==> src/rtl/riscv_pipeline_lsu_if.sv <==
// Data-memory bus between the load/store unit (master) and a variable-latency memory (slave).
interface riscv_pipeline_lsu_if #(
    parameter int unsigned XLEN = 32
);
    localparam int unsigned NL = XLEN / 8;

    logic            mem_req;
    logic            mem_wr_en;
    logic [XLEN-1:0] mem_addr;
    logic [NL-1:0]   mem_byte_sel;
    logic [XLEN-1:0] mem_wr_data;
    logic            mem_ack;
    logic [XLEN-1:0] mem_rd_data;

    modport master (
        output mem_req, mem_wr_en, mem_addr, mem_byte_sel, mem_wr_data,
        input  mem_ack, mem_rd_data
    );

    modport slave (
        input  mem_req, mem_wr_en, mem_addr, mem_byte_sel, mem_wr_data,
        output mem_ack, mem_rd_data
    );
endinterface

==> src/rtl/riscv_pipeline_lsu.sv <==
// Load/store unit: request/ack data-memory interface with lane steering, extension and timeout.
// Define LSU_MISALIGN_TRAP_EN to fault misaligned accesses instead of aligning them down.
module riscv_pipeline_lsu #(
    parameter int unsigned XLEN     = 32,
    parameter int unsigned MAX_WAIT = 15
) (
    input  logic                  i_clk,
    input  logic                  i_rst,
    input  logic                  i_lsu_req,
    input  logic                  i_lsu_wr_en,
    input  logic [2:0]            i_lsu_func3,
    input  logic [XLEN-1:0]       i_lsu_addr,
    input  logic [XLEN-1:0]       i_lsu_wr_data,
    output logic                  o_lsu_stall,
    output logic                  o_lsu_done,
    output logic [XLEN-1:0]       o_lsu_rd_data,
    output logic                  o_lsu_err,
    riscv_pipeline_lsu_if.master  mem
);
    localparam int unsigned NL = XLEN / 8;
    localparam int unsigned OB = $clog2(NL);
    localparam int unsigned CW = (MAX_WAIT > 1) ? $clog2(MAX_WAIT) : 1;

    localparam logic [1:0] StIdle = 2'd0;
    localparam logic [1:0] StBusy = 2'd1;
    localparam logic [1:0] StDone = 2'd2;

    logic [1:0]      state_q;
    logic [CW-1:0]   cnt_q;
    logic            mem_req_q;
    logic            mem_wr_en_q;
    logic [XLEN-1:0] mem_addr_q;
    logic [NL-1:0]   byte_sel_q;
    logic [XLEN-1:0] wr_data_q;
    logic [1:0]      size_q;
    logic            uns_q;
    logic [OB-1:0]   off_q;
    logic            done_q;
    logic            err_q;
    logic [XLEN-1:0] rd_data_q;

    // Request decode
    logic [1:0]      req_size;
    logic [OB-1:0]   req_off;
    logic [OB-1:0]   size_mask;
    logic [OB-1:0]   aligned_off;
    logic            misaligned;
    logic            trap_misalign;
    logic            illegal_fmt;
    logic            illegal;
    logic [NL-1:0]   lane_mask;
    logic [NL-1:0]   req_sel;
    logic [XLEN-1:0] req_wdata;

    assign req_size = i_lsu_func3[1:0];
    assign req_off  = i_lsu_addr[OB-1:0];

    always_comb begin
        size_mask = '0;
        lane_mask = NL'(1);
        unique case (req_size)
            2'd0: begin size_mask = '0;     lane_mask = NL'(1);  end
            2'd1: begin size_mask = OB'(1); lane_mask = NL'(3);  end
            2'd2: begin size_mask = OB'(3); lane_mask = NL'(15); end
            default: begin size_mask = OB'(7); lane_mask = '1; end
        endcase
    end

    assign misaligned  = |(req_off & size_mask);
    assign aligned_off = req_off & ~size_mask;
    assign req_sel     = lane_mask << aligned_off;

`ifdef LSU_MISALIGN_TRAP_EN
    assign trap_misalign = misaligned;
`else
    assign trap_misalign = 1'b0;
`endif

    always_comb begin
        illegal_fmt = 1'b0;
        if (i_lsu_wr_en && i_lsu_func3[2]) illegal_fmt = 1'b1;
        if (i_lsu_func3 == 3'b111) illegal_fmt = 1'b1;
        // RV32 has no doubleword accesses and no LWU
        if (XLEN == 32 && (req_size == 2'd3 || i_lsu_func3 == 3'b110)) illegal_fmt = 1'b1;
    end

    assign illegal = illegal_fmt | trap_misalign;

    always_comb begin
        req_wdata = i_lsu_wr_data;
        unique case (req_size)
            2'd0:    req_wdata = {NL{i_lsu_wr_data[7:0]}};
            2'd1:    req_wdata = {(NL/2){i_lsu_wr_data[15:0]}};
            2'd2:    req_wdata = {(NL/4){i_lsu_wr_data[31:0]}};
            default: req_wdata = i_lsu_wr_data;
        endcase
    end

    // Load extraction from the acked lane word
    logic [XLEN-1:0] shifted;
    logic [XLEN-1:0] ld_data;

    assign shifted = mem.mem_rd_data >> {off_q, 3'b000};

    always_comb begin
        ld_data = shifted;
        unique case (size_q)
            2'd0: ld_data = uns_q ? XLEN'(shifted[7:0])  : XLEN'($signed(shifted[7:0]));
            2'd1: ld_data = uns_q ? XLEN'(shifted[15:0]) : XLEN'($signed(shifted[15:0]));
            2'd2: ld_data = uns_q ? XLEN'(shifted[31:0]) : XLEN'($signed(shifted[31:0]));
            default: ld_data = shifted;
        endcase
    end

    logic timeout;
    assign timeout = (MAX_WAIT != 0) && (32'(cnt_q) + 32'd1 == MAX_WAIT);

    always_ff @(posedge i_clk) begin
        if (i_rst) begin
            state_q     <= StIdle;
            cnt_q       <= '0;
            mem_req_q   <= 1'b0;
            mem_wr_en_q <= 1'b0;
            mem_addr_q  <= '0;
            byte_sel_q  <= '0;
            wr_data_q   <= '0;
            size_q      <= '0;
            uns_q       <= 1'b0;
            off_q       <= '0;
            done_q      <= 1'b0;
            err_q       <= 1'b0;
            rd_data_q   <= '0;
        end else begin
            case (state_q)
                StIdle: begin
                    if (i_lsu_req) begin
                        if (illegal) begin
                            state_q   <= StDone;
                            done_q    <= 1'b1;
                            err_q     <= 1'b1;
                            rd_data_q <= '0;
                        end else begin
                            state_q     <= StBusy;
                            cnt_q       <= '0;
                            mem_req_q   <= 1'b1;
                            mem_wr_en_q <= i_lsu_wr_en;
                            mem_addr_q  <= {i_lsu_addr[XLEN-1:OB], {OB{1'b0}}};
                            byte_sel_q  <= req_sel;
                            wr_data_q   <= req_wdata;
                            size_q      <= req_size;
                            uns_q       <= i_lsu_func3[2];
                            off_q       <= aligned_off;
                        end
                    end
                end
                StBusy: begin
                    if (mem.mem_ack) begin
                        state_q   <= StDone;
                        mem_req_q <= 1'b0;
                        done_q    <= 1'b1;
                        err_q     <= 1'b0;
                        rd_data_q <= mem_wr_en_q ? '0 : ld_data;
                    end else if (timeout) begin
                        state_q   <= StDone;
                        mem_req_q <= 1'b0;
                        done_q    <= 1'b1;
                        err_q     <= 1'b1;
                        rd_data_q <= '0;
                    end else begin
                        cnt_q <= cnt_q + CW'(1);
                    end
                end
                StDone: begin
                    // The held pipeline request is consumed here
                    state_q <= StIdle;
                    done_q  <= 1'b0;
                end
                default: begin
                    state_q   <= StIdle;
                    mem_req_q <= 1'b0;
                    done_q    <= 1'b0;
                end
            endcase
        end
    end

    assign o_lsu_stall      = ((state_q == StIdle) && i_lsu_req) || (state_q == StBusy);
    assign o_lsu_done       = done_q;
    assign o_lsu_err        = err_q;
    assign o_lsu_rd_data    = rd_data_q;
    assign mem.mem_req      = mem_req_q;
    assign mem.mem_wr_en    = mem_wr_en_q;
    assign mem.mem_addr     = mem_addr_q;
    assign mem.mem_byte_sel = byte_sel_q;
    assign mem.mem_wr_data  = wr_data_q;
endmodule

==> src/flat_wrapper.sv <==
// flat-port wrapper written by rule: the top's interface ports become plain ports
module riscv_pipeline_lsu_flat 
#(
    parameter int unsigned XLEN     = 32,
    parameter int unsigned MAX_WAIT = 15
)
  (i_clk, i_rst, i_lsu_req, i_lsu_wr_en, i_lsu_func3, i_lsu_addr, i_lsu_wr_data, o_lsu_stall, o_lsu_done, o_lsu_rd_data, o_lsu_err, mem_mem_req, mem_mem_wr_en, mem_mem_addr, mem_mem_byte_sel, mem_mem_wr_data, mem_mem_ack, mem_mem_rd_data);
  riscv_pipeline_lsu_if #(.XLEN(XLEN)) mem_i ();
  input  logic i_clk;
  input  logic i_rst;
  input  logic i_lsu_req;
  input  logic i_lsu_wr_en;
  input  logic [2:0] i_lsu_func3;
  input  logic [XLEN-1:0] i_lsu_addr;
  input  logic [XLEN-1:0] i_lsu_wr_data;
  output logic o_lsu_stall;
  output logic o_lsu_done;
  output logic [XLEN-1:0] o_lsu_rd_data;
  output logic o_lsu_err;
  output wire logic [$bits(mem_i.mem_req)-1:0] mem_mem_req;
  output wire logic [$bits(mem_i.mem_wr_en)-1:0] mem_mem_wr_en;
  output wire logic [$bits(mem_i.mem_addr)-1:0] mem_mem_addr;
  output wire logic [$bits(mem_i.mem_byte_sel)-1:0] mem_mem_byte_sel;
  output wire logic [$bits(mem_i.mem_wr_data)-1:0] mem_mem_wr_data;
  input wire logic [$bits(mem_i.mem_ack)-1:0] mem_mem_ack;
  input wire logic [$bits(mem_i.mem_rd_data)-1:0] mem_mem_rd_data;
  assign mem_mem_req = mem_i.mem_req;
  assign mem_mem_wr_en = mem_i.mem_wr_en;
  assign mem_mem_addr = mem_i.mem_addr;
  assign mem_mem_byte_sel = mem_i.mem_byte_sel;
  assign mem_mem_wr_data = mem_i.mem_wr_data;
  assign mem_i.mem_ack = mem_mem_ack;
  assign mem_i.mem_rd_data = mem_mem_rd_data;
  riscv_pipeline_lsu #(.XLEN(XLEN), .MAX_WAIT(MAX_WAIT)) u_core (.i_clk(i_clk), .i_rst(i_rst), .i_lsu_req(i_lsu_req), .i_lsu_wr_en(i_lsu_wr_en), .i_lsu_func3(i_lsu_func3), .i_lsu_addr(i_lsu_addr), .i_lsu_wr_data(i_lsu_wr_data), .o_lsu_stall(o_lsu_stall), .o_lsu_done(o_lsu_done), .o_lsu_rd_data(o_lsu_rd_data), .o_lsu_err(o_lsu_err), .mem(mem_i));
endmodule
==> config.mk <==
export PLATFORM = sky130hd
export DESIGN_NAME = riscv_pipeline_lsu_flat
export DESIGN_NICKNAME = d
export VERILOG_FILES = /design/src/rtl/riscv_pipeline_lsu_if.sv /design/src/rtl/riscv_pipeline_lsu.sv /design/src/flat_wrapper.sv
export SDC_FILE = /design/constraint.sdc
export NUM_CORES = 1
export LEC_CHECK = 0
export ABC_CLOCK_PERIOD_IN_PS = 1800
export BUFFER_PORTS_ARGS = -buffer_cell sky130_fd_sc_hd__buf_2
export CORE_AREA = 2 2 129 131
export CTS_BUF_LIST = sky130_fd_sc_hd__clkbuf_8
export CTS_CLUSTER_DIAMETER = 80
export DETAILED_ROUTE_END_ITERATION = 8
export DIE_AREA = 0 0 131 133
export HOLD_SLACK_MARGIN = 0.03
export PLACE_DENSITY_LB_ADDON = 0.25
export SKIP_LAST_GASP = 1
export SLEW_MARGIN = 25
export SYNTH_ARGS = -nofsm -noshare
export SYNTH_HDL_FRONTEND = slang
export SYNTH_SLANG_ARGS = --single-unit
==> constraint.sdc <==
create_clock -name i_clk -period 1.8 [get_ports i_clk]
set_input_delay 0.09 -clock i_clk [delete_from_list [all_inputs] [get_ports i_clk]]
set_output_delay 0.09 -clock i_clk [all_outputs]
set_load 0.005 [all_outputs]
# Word level (Yosys, flattened, before mapping)
# Index checks and enable logic that the tools add are counted.
# totals
input_bits	104
elab_cells	86
out_inout_bits	105
register_bits	113
# classes
n_shift	2
muxes	37
n_eq_ne	14
n_reduce_logical	14
addsub	2
bitwise_logic	4
# op_table
operator	count
32-bit two-way mux	7
32-bit case mux with 2 select lines	3
32-bit by 4-bit == test with 1-bit output (second input constant)	1
32-bit by 5-bit >> shifter with 32-bit output	1
4-bit two-way mux	4
4-bit case mux with 2 select lines	2
1-bit two-way mux	12
2-bit two-way mux	4
2-bit != test (second input constant)	4
2-bit case mux with 2 select lines	2
4-bit AND reduction	2
2-bit by 1-bit == test with 1-bit output (second input constant)	3
3-bit == test (second input constant)	2
2-bit logical NOT	3
3-bit AND reduction	2
4-bit by 1-bit adder with 5-bit output (second input constant)	1
5-bit AND reduction	1
4-bit by 1-bit adder with 4-bit output (second input constant)	1
2-bit == test (second input constant)	2
1-bit case mux with 2 select lines	2
4-bit by 2-bit << shifter with 4-bit output	1
3-bit by 2-bit != test with 1-bit output (second input constant)	1
1-bit case mux with 3 select lines	1
2-bit AND	1
other kinds (7)	10

# Depth between registers and ports, before layout
# logic_depth
word_depth	7
depth_mapped	8
ltp_nobuf	6

# Worst setup path before layout
# OpenSTA, ideal clock, no wires.
# synth_timing
kind	register to register
from	register u_core.cnt_q[0]
to	register u_core.cnt_q[0]
period_less_slack_ns	1.864
arrival_ns	1.743
required_time_ns	1.679
setup_slack_ns	-0.064
stages_incl_launch_ff	6
setup_time_ns	0.121
path_buffers	0
path_cell_list	dfxtp_1 > inv_1 > ha_1 > a41o_1 > nor3_1 > mux2_2
# synth_between
elab_chain_cells	4
elab_cells_between_ends	8
classes_between	add/sub (2); eq/ne (2); mux (3); reduce/logical (1)
# synth_lines
item	line_no	rtl
from (decl)	riscv_pipeline_lsu.sv:29	logic [CW-1:0] cnt_q;
from (signal assigned)	riscv_pipeline_lsu.sv:170	cnt_q <= cnt_q + CW'(1);
4-bit by 1-bit adder with 5-bit output or 4-bit by 1-bit adder with 4-bit output (tied branches)	riscv_pipeline_lsu.sv:116, riscv_pipeline_lsu.sv:170	
32-bit by 4-bit == test with 1-bit output or 4-bit two-way mux (tied branches)	riscv_pipeline_lsu.sv:116, riscv_pipeline_lsu.sv:163	
2-bit != test (no source line) or 4-bit two-way mux (tied branches)	--	
5-bit AND reduction (no source line) or 4-bit case mux with 2 select lines (tied branches)	--	
# Several ways; a longest one is shown, not always the timed one. The select of a mux whose other input is x is not followed.
# A chain may end at the register's enable or synchronous reset.

# Worst setup path in the final report
# layout_timing
from	register u_core.cnt_q[0]
to	register u_core.rd_data_q[18] (netlist: u_core.o_lsu_rd_data[18])
# layout_between
elab_chain_cells	4
# layout_lines
item	line_no	rtl
4-bit by 1-bit adder with 5-bit output	riscv_pipeline_lsu.sv:116	assign timeout = (MAX_WAIT != 0) && (32'(cnt_q) + 32'd1 == MAX_WAIT);
32-bit by 4-bit == test with 1-bit output	riscv_pipeline_lsu.sv:116	
3-bit by 2-bit != test with 1-bit output (no source line)	--	
4-bit AND reduction (no source line)	--	
to (signal assigned)	riscv_pipeline_lsu.sv:162	rd_data_q <= mem_wr_en_q ? '0 : ld_data;
to (decl)	riscv_pipeline_lsu.sv:40	logic [XLEN-1:0] rd_data_q;
# No other way between the ends.

==> summary.md <==
| Metric | Value |
|---|---|
| Status | `finished with violations` |
| Failing checks | `negative setup slack` |
| Yosys Warn Count | `0` |
| Worst slew pin tran | `just under 600 ps` |
| Most used cell, CP | `a2111oi_4` |
| CP Launch Type | `register` |
| Met3 wire len | `1070 um` |
| Final ANT Viol Nets | `0` |
| DIE WIDTH | `~130 um` |
| Clock-pin slew on the worst setup and hold paths | `70 ps` |
| GRT Overall Usage | `18.5%` |
| Die Y | `between 100 and 150 um` |
| Antenna cells | `0` |
| Post-Route M1 WL | `7650 um` |
| Endpoints failing setup | `16` |
| Net count reported at finish | `between 900 and 1k` |
| # H-tree levels | `4` |
| Total CTS buffers | `17` |
| Rel. slew slack | `60.5%` |
| Post-Route Skew | `approximately 13 ps` |
| Grt ovf | `0` |
| Area leader, netlist | `dfxtp_1` |
| Top-level port count | `209` |
| Post-synth ARST share | `0%` |
| Initial antenna violation count | `0` |
| Min-delay worst type | `in2reg` |
| Synth top area cells | `dfxtp_1 45%, nand2_1 8.9%, a21oi_1 6.9%` |
| CTS tree | `yes` |
| GP Congestion | `0.875` |
| Dpl ws | `-111 ps` |
| Core ar. | `16200 um^2` |
| Per-cell routed wire length | `15.5 um` |
| Die area | `roughly 17000 um^2` |
| Distinct cells, synth | `56` |
| Most common cell after layout, fill and taps aside | `buf_2` |
| Most frequent cells in the layout | `205 x buf_2, 120 x nand2_1, 110 x dfxtp_1` |
| Post-Route WL | `~17000 um` |
| Final min period | `~1900 ps` |
| Final Cell Area | `7870 um^2` |
| Crit Path Class | `reg2reg` |
| First drt pass iteration count | `4` |
| Setup TNS | `-727 ps` |
| Seq/Total Area, Yosys | `44.5%` |
| Required @ worst endpoint | `2120 ps` |
| Crit path largest cell delay | `360 ps` |
| Max-slew violations | `0` |
| RSZ-0062 raised after global routing | `yes` |
| Critical Path AT | `about 2200 ps` |
| Slowest-stage cell, CP | `dfxtp_4` |
| Share of cells above drive strength 1 | `36.9%` |
| PortBufs | `approximately 200` |
| Top layer in use | `met4` |
| CP Cell Sequence | `inv_1 > ha_2 > nand2b_4 > a2111oi_4 > a2111oi_4 > buf_6 > buf_12 > a221o_1` |
| Highest clock rate | `538 MHz` |
| Post-synth EDFFs | `0` |
| Max-Cap Viols | `0` |
| Starting DRT DRC Count | `234` |
| Number of synthesized register bits | `between 100 and 150` |
| CTS Root Cell | `clkbuf_8` |
| Largest net degree at the start of global routing | `46` |
| Fin. Hold Viols | `0` |
| Clock sink count | `approximately 110` |
| Yosys top cell area share | `44.5%` |
| Ys flop type | `dfxtp_1` |
| First-pass GRT wire length | `25300 um` |
| Syn Area/Cell | `9.04 um^2` |
| Met2 WL | `roughly 8100 um` |
| Via count | `5226` |
| CP max FO | `16` |
| Worst-skew pair later-pin latency | `440 ps` |
| Crit share post-route | `103%` |
| Row Count | `47` |
| Worst setup EP type | `register` |
| Leak | `3.45 nW` |
| Max VDD drop | `0.689 mV` |
| Cell count after synthesis | `562` |
| Area Growth Syn to Fin | `54.9%` |
| Initial core utilization | `31.4%` |
| Vias in the first global route | `~5.0k` |
| Power per cell area | `slightly below 800 nW/um^2` |
| # DRC | `0` |
| Final worst setup slack | `-60.4 ps` |
| Post-Syn Area | `~5000 um^2` |
| Tot Pwr | `0.00613 W` |
| Post-place instance area | `6410 um^2` |
| Vias/cell | `4.73` |
| HPWL after detailed placement | `roughly 11000 um` |
| Maximum root-to-sink buffer count | `2` |
-- power breakdown --
part | total [W] | switching (W) | internal, W
Combinational | 0.00113 | 0.000545 | 0.000580
Sequential | 0.00270 | 0.0000694 | 0.00263
Clock | 0.00231 | 0.00110 | 0.00122
Total | 0.00613 | 0.00171 | 0.00442
-- worst paths after layout --
check                           depth (start not counted)                                    start                                 endpoint  slack (ps)
worst max-delay path                                    8             u_core.cnt_q[0]$_SDFFE_PP0P_    u_core.o_lsu_rd_data[18]$_SDFFE_PP0P_         -60
worst min-delay path                                    5                       mem_mem_rd_data[0]     u_core.o_lsu_rd_data[0]$_SDFFE_PP0P_          50
worst max register to register                          8             u_core.cnt_q[0]$_SDFFE_PP0P_    u_core.o_lsu_rd_data[18]$_SDFFE_PP0P_         -60
worst min register to register                          2  u_core.mem.mem_byte_sel[0]$_SDFFE_PP0P_  u_core.mem.mem_byte_sel[0]$_SDFFE_PP0P_         450
-- stage by stage --
stage	hold slack (ps)	std cells	utilization, %
3_3_place_gp	331	977	39.6
6_report	54.9	1106	48.6
3_5_place_dp	336	977	39.6
4_1_cts	31.9	1088	46.9
5_1_grt	50.7	1106	48.6
2_1_floorplan	190	563	-
-- sequential cells by signal, summed over array words and instances, names as in the netlist --
register and flops:
u_core.cnt_q 4, u_core.mem.mem_addr 30, u_core.mem.mem_byte_sel 4, u_core.mem.mem_req 1, u_core.mem.mem_wr_data 32, u_core.mem.mem_wr_en 1, u_core.o_lsu_done 1, u_core.o_lsu_err 1
u_core.o_lsu_rd_data 32, u_core.off_q 2, u_core.size_q 2, u_core.state_q 2, u_core.uns_q 1
-- layout make-up --
class                      count  area (um^2)
clock inverter                15          148
clock buffer                  17          234
sequential                   113         2270
inverter                       5         18.8
timing repair buffer         337         2380
fill                        1559         8310
multi-input combinational    399         2540
tap                          220          275
-- cells by family after synthesis --
kind of cell | Yosys count | share of synthesized area, %
muxes | 42 | 8.77
buffers and inverters | 53 | 6.77
adders and majority gates | 2 | 0.493
xor gates and xnor gates | 1 | 0.172
other | 1 | 0.0738
AOI/OAI and AO/OA | 171 | 24.1
and+or+nand+nor | 179 | 15.1
DFF | 113 | 44.5
-- synth_stat cells (2+ instances only) --
library cell / n
buf_6: 12
nand3b_1: 3
o21ai_1: 2
a221o_1: 16
a211oi_1: 12
a2111oi_4: 3
mux2_2: 9
nor3_1: 2
nand2b_1: 5
o21ai_0: 19
dfxtp_1: 113
buf_4: 10
clkbuf_1: 19
o2bb2ai_1: 7
inv_1: 3
mux2i_1: 31
nand2_1: 120
a21oi_2: 2
nor2b_1: 3
o211ai_1: 9
a22o_1: 9
buf_2: 5
nor2_1: 34
a311oi_1: 10
ha_1: 2
a2111oi_2: 2
a21oi_1: 70
o31a_1: 2
-- critical path: cells and delay by family, from the launching register on --
family / cells / cell delay, ps
flip-flops: 1 / 360
AO/OA/AOI/OAI: 3 / 700
buffers and inverters: 3 / 390
adder cells (fa/ha/maj): 1 / 220
AND/OR/NAND/NOR: 1 / 80
-- routing by layer --
metal | track usage, % | up-vias
met4 | 6.21 | 0
li1 | - | 2638
met5 | 0 | -
met2 | 29.7 | 164
met1 | 23.1 | 2406
met3 | 6.15 | 18
-- repair_timing --
action | in CTS | in global routing
cloned | 0 | 8
gates resized for setup | 1 | 14
setup buffers | 2 | 10
hold buffers | 77 | 0
hold endpoints to repair | 86 | 0
endpoints found under the setup margin | 36 | 62
pin swaps | 2 | 8
No activity file was read; power rests on OpenSTA's default activity.
